==> config.mk <==
export PLATFORM = sky130hd
export DESIGN_NAME = iter_div_chain
export DESIGN_NICKNAME = d
export VERILOG_FILES = /design/src/rtl/iter_div_chain_pkg.sv /design/src/rtl/iter_div_unit.sv /design/src/rtl/iter_div_chain.sv
export SDC_FILE = /design/constraint.sdc
export NUM_CORES = 1
export LEC_CHECK = 0
export BUFFER_PORTS_ARGS = -buffer_cell sky130_fd_sc_hd__buf_2
export CAP_MARGIN = 20
export CORE_ASPECT_RATIO = 1.1
export CORE_MARGIN = 5
export CORE_UTILIZATION = 28
export CTS_CLUSTER_DIAMETER = 80
export DETAILED_ROUTE_END_ITERATION = 12
export SYNTH_ARGS = -nofsm -noshare
export SYNTH_HDL_FRONTEND = slang
export SYNTH_SLANG_ARGS = --single-unit
==> constraint.sdc <==
create_clock -name clk -period 9.6 [get_ports clk]
set_clock_uncertainty 0.05 [all_clocks]
set_input_delay 1.44 -clock clk [delete_from_list [all_inputs] [get_ports clk]]
set_output_delay 1.44 -clock clk [all_outputs]
set_load 0.02 [all_outputs]
==> src/rtl/iter_div_chain_pkg.sv <==
// Shared definitions for the iterative divider chain.
//   state_t   : control FSM states (IDLE / DIV / DONE)
//   div0_quot : quotient produced for a zero divisor (all-ones of width w)
package iter_div_chain_pkg;

  typedef enum logic [1:0] {
    S_IDLE = 2'd0,
    S_DIV  = 2'd1,
    S_DONE = 2'd2
  } state_t;

  function automatic logic [63:0] div0_quot(input int w);
    return (w >= 64) ? '1 : ((64'd1 << w) - 64'd1);
  endfunction

endpackage

==> src/rtl/iter_div_unit.sv <==
// Single-operand restoring divider, one quotient bit per clock, WIDTH clocks
// per operation (zero divisors included).
//   clk, rst : clock, synchronous active-high reset
//   start    : first step of a new division; din/dvs sampled this cycle
//   din, dvs : dividend, divisor
//   done     : high during the cycle whose edge completes the last bit
//   quot     : quotient valid while done is high
//   dz       : divisor of the current step is zero
// The step performed on the start edge already uses din/dvs directly, so the
// caller can chain back-to-back operations with no idle cycle between them.
module iter_div_unit #(
  parameter int WIDTH = 10
) (
  input  logic             clk,
  input  logic             rst,
  input  logic             start,
  input  logic [WIDTH-1:0] din,
  input  logic [WIDTH-1:0] dvs,
  output logic             done,
  output logic [WIDTH-1:0] quot,
  output logic             dz
);

  localparam int            CW    = $clog2(WIDTH + 1);
  localparam logic [CW-1:0] CLAST = CW'(WIDTH - 1);

  // remainder is one bit wider than the operands so the trial subtract
  // exposes its borrow in the MSB
  logic [WIDTH:0]   rem, r_cur, r_sh, diff, r_nxt;
  logic [WIDTH-1:0] qreg, q_cur, q_nxt, dvs_r, d_cur;
  logic [CW-1:0]    cnt, c_cur;
  logic             busy, act;
  logic             unused_msb;

  always_comb begin
    act   = start | busy;
    r_cur = start ? '0  : rem;
    q_cur = start ? din : qreg;
    d_cur = start ? dvs : dvs_r;
    c_cur = start ? '0  : cnt;
    r_sh  = {r_cur[WIDTH-1:0], q_cur[WIDTH-1]};
    diff  = r_sh - {1'b0, d_cur};
    if (diff[WIDTH]) begin
      r_nxt = r_sh;                      // borrow: restore
      q_nxt = {q_cur[WIDTH-2:0], 1'b0};
    end else begin
      r_nxt = diff;
      q_nxt = {q_cur[WIDTH-2:0], 1'b1};
    end
    done = act && (c_cur == CLAST);
  end

  assign quot       = q_nxt;
  assign dz         = (d_cur == '0);
  assign unused_msb = rem[WIDTH];

  always_ff @(posedge clk) begin
    if (rst) begin
      rem   <= '0;
      qreg  <= '0;
      dvs_r <= '0;
      cnt   <= '0;
      busy  <= 1'b0;
    end else if (act) begin
      rem   <= r_nxt;
      qreg  <= q_nxt;
      dvs_r <= d_cur;
      cnt   <= c_cur + 1'b1;
      busy  <= !done;
    end
  end

endmodule

==> src/rtl/iter_div_chain.sv <==
// Divides an accumulator by NUM_OPS divisor slices in ascending order,
// sequencing each slice through one shared restoring divider.
//   clk, rst             : clock, synchronous active-high reset
//   in_valid / in_ready  : request handshake (ready only in IDLE)
//   init_val             : starting dividend
//   divs                 : slice k = divs[k*WIDTH +: WIDTH]
//   out_valid / out_ready: result handshake (valid only in DONE)
//   result               : final quotient, updated only on entering DONE
//   div_zero             : some slice of this transaction was zero
// Slices run back to back, so out_valid rises NUM_OPS*WIDTH cycles after
// the accept edge.
module iter_div_chain
  import iter_div_chain_pkg::*;
#(
  parameter int WIDTH   = 10,
  parameter int NUM_OPS = 48
) (
  input  logic                     clk,
  input  logic                     rst,
  input  logic                     in_valid,
  output logic                     in_ready,
  input  logic [WIDTH-1:0]         init_val,
  input  logic [NUM_OPS*WIDTH-1:0] divs,
  output logic                     out_valid,
  input  logic                     out_ready,
  output logic [WIDTH-1:0]         result,
  output logic                     div_zero
);

  localparam int               OW    = (NUM_OPS > 1) ? $clog2(NUM_OPS) : 1;
  localparam logic [OW-1:0]    OLAST = OW'(NUM_OPS - 1);
  localparam logic [WIDTH-1:0] DZQ   = WIDTH'(div0_quot(WIDTH));

  state_t                          state;
  logic [NUM_OPS-1:0][WIDTH-1:0]   divs_r;
  logic [WIDTH-1:0]                acc, res_r, u_q, q_eff;
  logic [OW-1:0]                   op;
  logic                            dz_r, go, u_done, u_dz;

  iter_div_unit #(.WIDTH(WIDTH)) u_div (
    .clk   (clk),
    .rst   (rst),
    .start (go),
    .din   (acc),
    .dvs   (divs_r[op]),
    .done  (u_done),
    .quot  (u_q),
    .dz    (u_dz)
  );

  assign q_eff     = u_dz ? DZQ : u_q;
  assign in_ready  = (state == S_IDLE);
  assign out_valid = (state == S_DONE);
  assign result    = res_r;
  assign div_zero  = dz_r;

  always_ff @(posedge clk) begin
    if (rst) begin
      state  <= S_IDLE;
      divs_r <= '0;
      acc    <= '0;
      res_r  <= '0;
      op     <= '0;
      dz_r   <= 1'b0;
      go     <= 1'b0;
    end else begin
      case (state)
        S_IDLE: if (in_valid) begin
          divs_r <= divs;
          acc    <= init_val;
          op     <= '0;
          dz_r   <= 1'b0;
          go     <= 1'b1;
          state  <= S_DIV;
        end
        S_DIV: begin
          go <= 1'b0;
          if (u_done) begin
            acc  <= q_eff;
            dz_r <= dz_r | u_dz;
            if (op == OLAST) begin
              res_r <= q_eff;
              state <= S_DONE;
            end else begin
              op <= op + 1'b1;
              go <= 1'b1;               // next slice starts on the next edge
            end
          end
        end
        S_DONE: if (out_ready) state <= S_IDLE;
        default: state <= S_IDLE;
      endcase
    end
  end

endmodule

==> results.tsv <==
stage	metric	value	unit
global_routing	grt_max_degree	214	
global_routing	grt_antenna_before_repair	25	
drt	vias_per_cell	4.97	
worst_setup_path	worst-setup-path-type	reg2reg	
drt	firstDrtPassIters	5	
global_routing	grt-ovfl-total	0	
layout	seq_area	10900	um2
layout	final_area	29000	um2
placement	dpl.cell_count	4166	
min_path	holdPathEnd	u_div.qreg[0]	
worst_setup_path	timing.rr.start	op[0]	
floorplan	rows	111	
logic_synthesis	synth_edf_count	0	
global_routing	grt_use_total	18.9	%
global_routing	busiest_layer	met2	
layout	drive_gt1_share	24.5	%
floorplan	die_height	314	um
min_path	hp-class	reg2reg	
worst_setup_path	rr_endpoint	u_div.rem[2]	
logic_synthesis	synth_nets	3296	
timing	layout_min_cycle_time	5.69	ns
outcome	outcome	finished clean	
placement	placed_area	26700	um2
floorplan	coreArea	83300	um2
worst_setup_path	crit_buf_inv	2	
timing	setup_tns	0	ns
cts	clk_path_buf_depth	3	
flow_run	drv_cap	0	
cts	cts_num_sinks	545	
cts	postCtsResizedCells	0	
logic_synthesis	synth-seq-cells	545	
timing	max_slew_margin	16.2	%
timing	rsz0062_at_grt	no	
timing	fin_ws	3.91	ns
worst_setup_path	path_delay_family	compound AO/OA/AOI/OAI gates	
timing	maxSlewViolCount	0	
worst_setup_path	r2r_slack	3.91	ns
logic_synthesis	avgSynthCellArea	8.42	um2
power_and_ir_drop	leakage	11.2	nW
placement	hpwl	64.0	mm
drt	wl	89.4	mm
min_path	whs_path_depth	2	
timing	fin_crit_sh	59.3	%
logic_synthesis	yosys_most_used_dff	dfxtp_1	
worst_setup_path	cp_cell_sequence	buf_4 > mux4_2 > and3_1 > a31o_2 > a211oi_1 > nand2_1 > ha_1 > fa_1 > nor2b_1 > o21ai_0 > a21oi_1 > o211ai_1 > o211ai_1 > buf_4 > mux2_2 > a22oi_1 > nor2_1	
cts	holdBufCountCts	0	
cts	path_clk_slew	0.07	ns
logic_synthesis	yosysWarnings	0	
drt	vias	21302	
global_routing	grt_pass1_vias	21036	
worst_setup_path	path_max_fanout	37	
timing	fmaxAchievable	176	MHz
worst_setup_path	cp_slowest_cell	dfxtp_4	
power_and_ir_drop	peakVddDrop	0.135	mV
global_routing	grt_pass1_wl	131	mm
cts	cts_buffers	60	
worst_setup_path	required	10.03	ns
drt	drt-initial-drc-count	1503	
worst_setup_path	crit_arrival	6.12	ns
timing	hold_viol_final	0	
cts	post_cts_buffers	0	
drt	drc	0	
layout	fin_cells	4290	
layout	multi_input_area	11600	um2
worst_setup_path	crit_path_end_kind	flip-flop	
cts	clock_latency	0.63	ns
worst_setup_path	reg2reg_depth	17	
drt	ant_nets	0	
logic_synthesis	async_flop_share	0	%
layout	fillers	8677	
floorplan	num_io_pins	507	
drt	wl_per_cell	20.8	um
cts	htree_levels	2	
timing	hold_ws	0.401	ns
layout	nets	3664	
global_routing	use_met2	31.7	%
power_and_ir_drop	finalPower	5.79	mW
placement	port_buffers	506	
logic_synthesis	synth_cell_types	61	
floorplan	die_x	286	um
cts	tritoncts	done	
placement	gp_congestion	0.853	
global_routing	met3_usage	3.97	%
power_and_ir_drop	powerDensity	199	nW/um2
timing	setup_viol	0	
global_routing	grt.met1_usage	24.4	%
layout	utilization	34.9	%
cts	cts_root_buf	clkbuf_16	
logic_synthesis	ys_seq_area_share	46.5	%
floorplan	start_util	28.2	%
min_path	hp-start	u_div.qreg[0]	
layout	area_growth	23.7	%
logic_synthesis	synthCells	2788	
worst_setup_path	max_stage_delay	0.76	ns
floorplan	die_area	89800	um2
worst_setup_path	startpoint_type	flip-flop	
timing	worst_pin_slew	1.26	ns
placement	pre_cts_slack	3.78	ns
logic_synthesis	syn_area	23500	um2
## worst max-delay path by stage
stage,start,endpoint,slack (ns),cells after the start
after floorplan,op[1],u_div.rem[0],5.17,19
after global placement,op[0],u_div.rem[2],3.79,17
after CTS,op[0],u_div.rem[2],3.75,17
final,op[0],u_div.rem[2],3.91,17
after detailed placement,op[0],u_div.rem[2],3.78,17
after global routing,op[0],acc[0],3.47,16
## synth_stat cells, drive strengths merged, types with 3 or more instances
cell type  instances  area [um2]
nand2            982        3690
dfxtp            545       10900
a21oi            502        2510
clkbuf           174         653
mux4             108        2430
nor2              89         334
buf               52         280
mux2i             43         430
nor3              31         155
a211oi            22         170
a22oi             20         150
nor2b             20         125
mux2              17         191
inv               16        60.1
a2111oi           14         123
a221oi            14         129
ha                13         163
nor4              13         138
nand3             12        60.1
o21ai             12        60.1
xnor2              9        78.8
o221ai             8        70.1
and2               7        43.8
a22o               5        43.8
and3               5        31.3
or3                5        31.3
a31oi              4        25.0
nand3b             4        30.0
o22ai              4        25.0
a311oi             3        32.5
nor4b              3        32.5
o211ai             3        22.5
o32ai              3        26.3
## tightest hold or removal path: cells and delay by family (launching register included)
family / cells / cell delay, ns
compound gates: 1 / 0.05
flops: 1 / 0.31
simple gates: 1 / 0.05
## sequential cells by signal, summed over array words and instances, names as in the netlist, 2 cells and up
register / flops
u_div.rem: 10
state: 2
result: 10
op: 6
u_div.qreg: 10
u_div.cnt: 4
divs_r: 480
u_div.dvs_r: 10
acc: 10
## cell type report
class	instances	area share, %
Multi-Input combinational cell	2000	40.0
Antenna cell	10	0.0861
Sequential cell	545	37.6
Inverter	17	0.220
Tap cell	1073	4.62
Timing Repair Buffer	532	9.68
Clock inverter	34	2.03
Clock buffer	79	5.80
## kinds of logic after synthesis
logic type,share of synthesized area [%]
simple gates,20.1
flops,46.5
fa+ha+maj,0.778
xor+xnor,0.373
buf+inv,4.25
mux,13.0
compound gates,15.0
## power breakdown
part	leakage (nW)	internal [mW]	switching (mW)	total, mW
combinational	5.60	0.282	0.416	0.699
clock	1.09	1.62	1.01	2.63
sequential	4.47	2.40	0.0718	2.47
total	11.2	4.30	1.50	5.79
## routing by layer
metal | vias to the layer above | wire, um | share of wire (%)
met1 | 10259 | 37800 | 42
met3 | 143 | 5250 | 5.9
met5 | - | 135 | 0.15
li1 | 10283 | - | -
met2 | 597 | 43400 | 48
met4 | 20 | 2920 | 3.3
## layout by cell type (no fill, tap or decap), types with 4 or more instances in the layout
cell type,n
a2111oi_0,14
a211oi_1,21
a21oi_1,502
a221oi_1,13
a22o_1,5
a22oi_1,20
a31oi_1,4
and2_1,5
and3_1,5
buf_12,6
buf_2,505
buf_4,18
bufinv_16,14
clkbuf_1,9
clkbuf_16,61
clkbuf_8,9
clkinv_2,5
clkinv_4,4
clkinvlp_4,7
dfxtp_1,543
diode_2,10
ha_1,13
inv_1,16
mux2_2,17
mux2i_1,43
mux4_2,108
nand2_1,981
nand3_1,12
nand3b_1,4
nor2_1,88
nor2b_1,18
nor3_1,30
nor4_1,4
nor4_2,9
o21ai_0,12
o221ai_1,8
o22ai_1,4
or3_1,5
xnor2_1,9
Power figures use the tool's default switching activity.
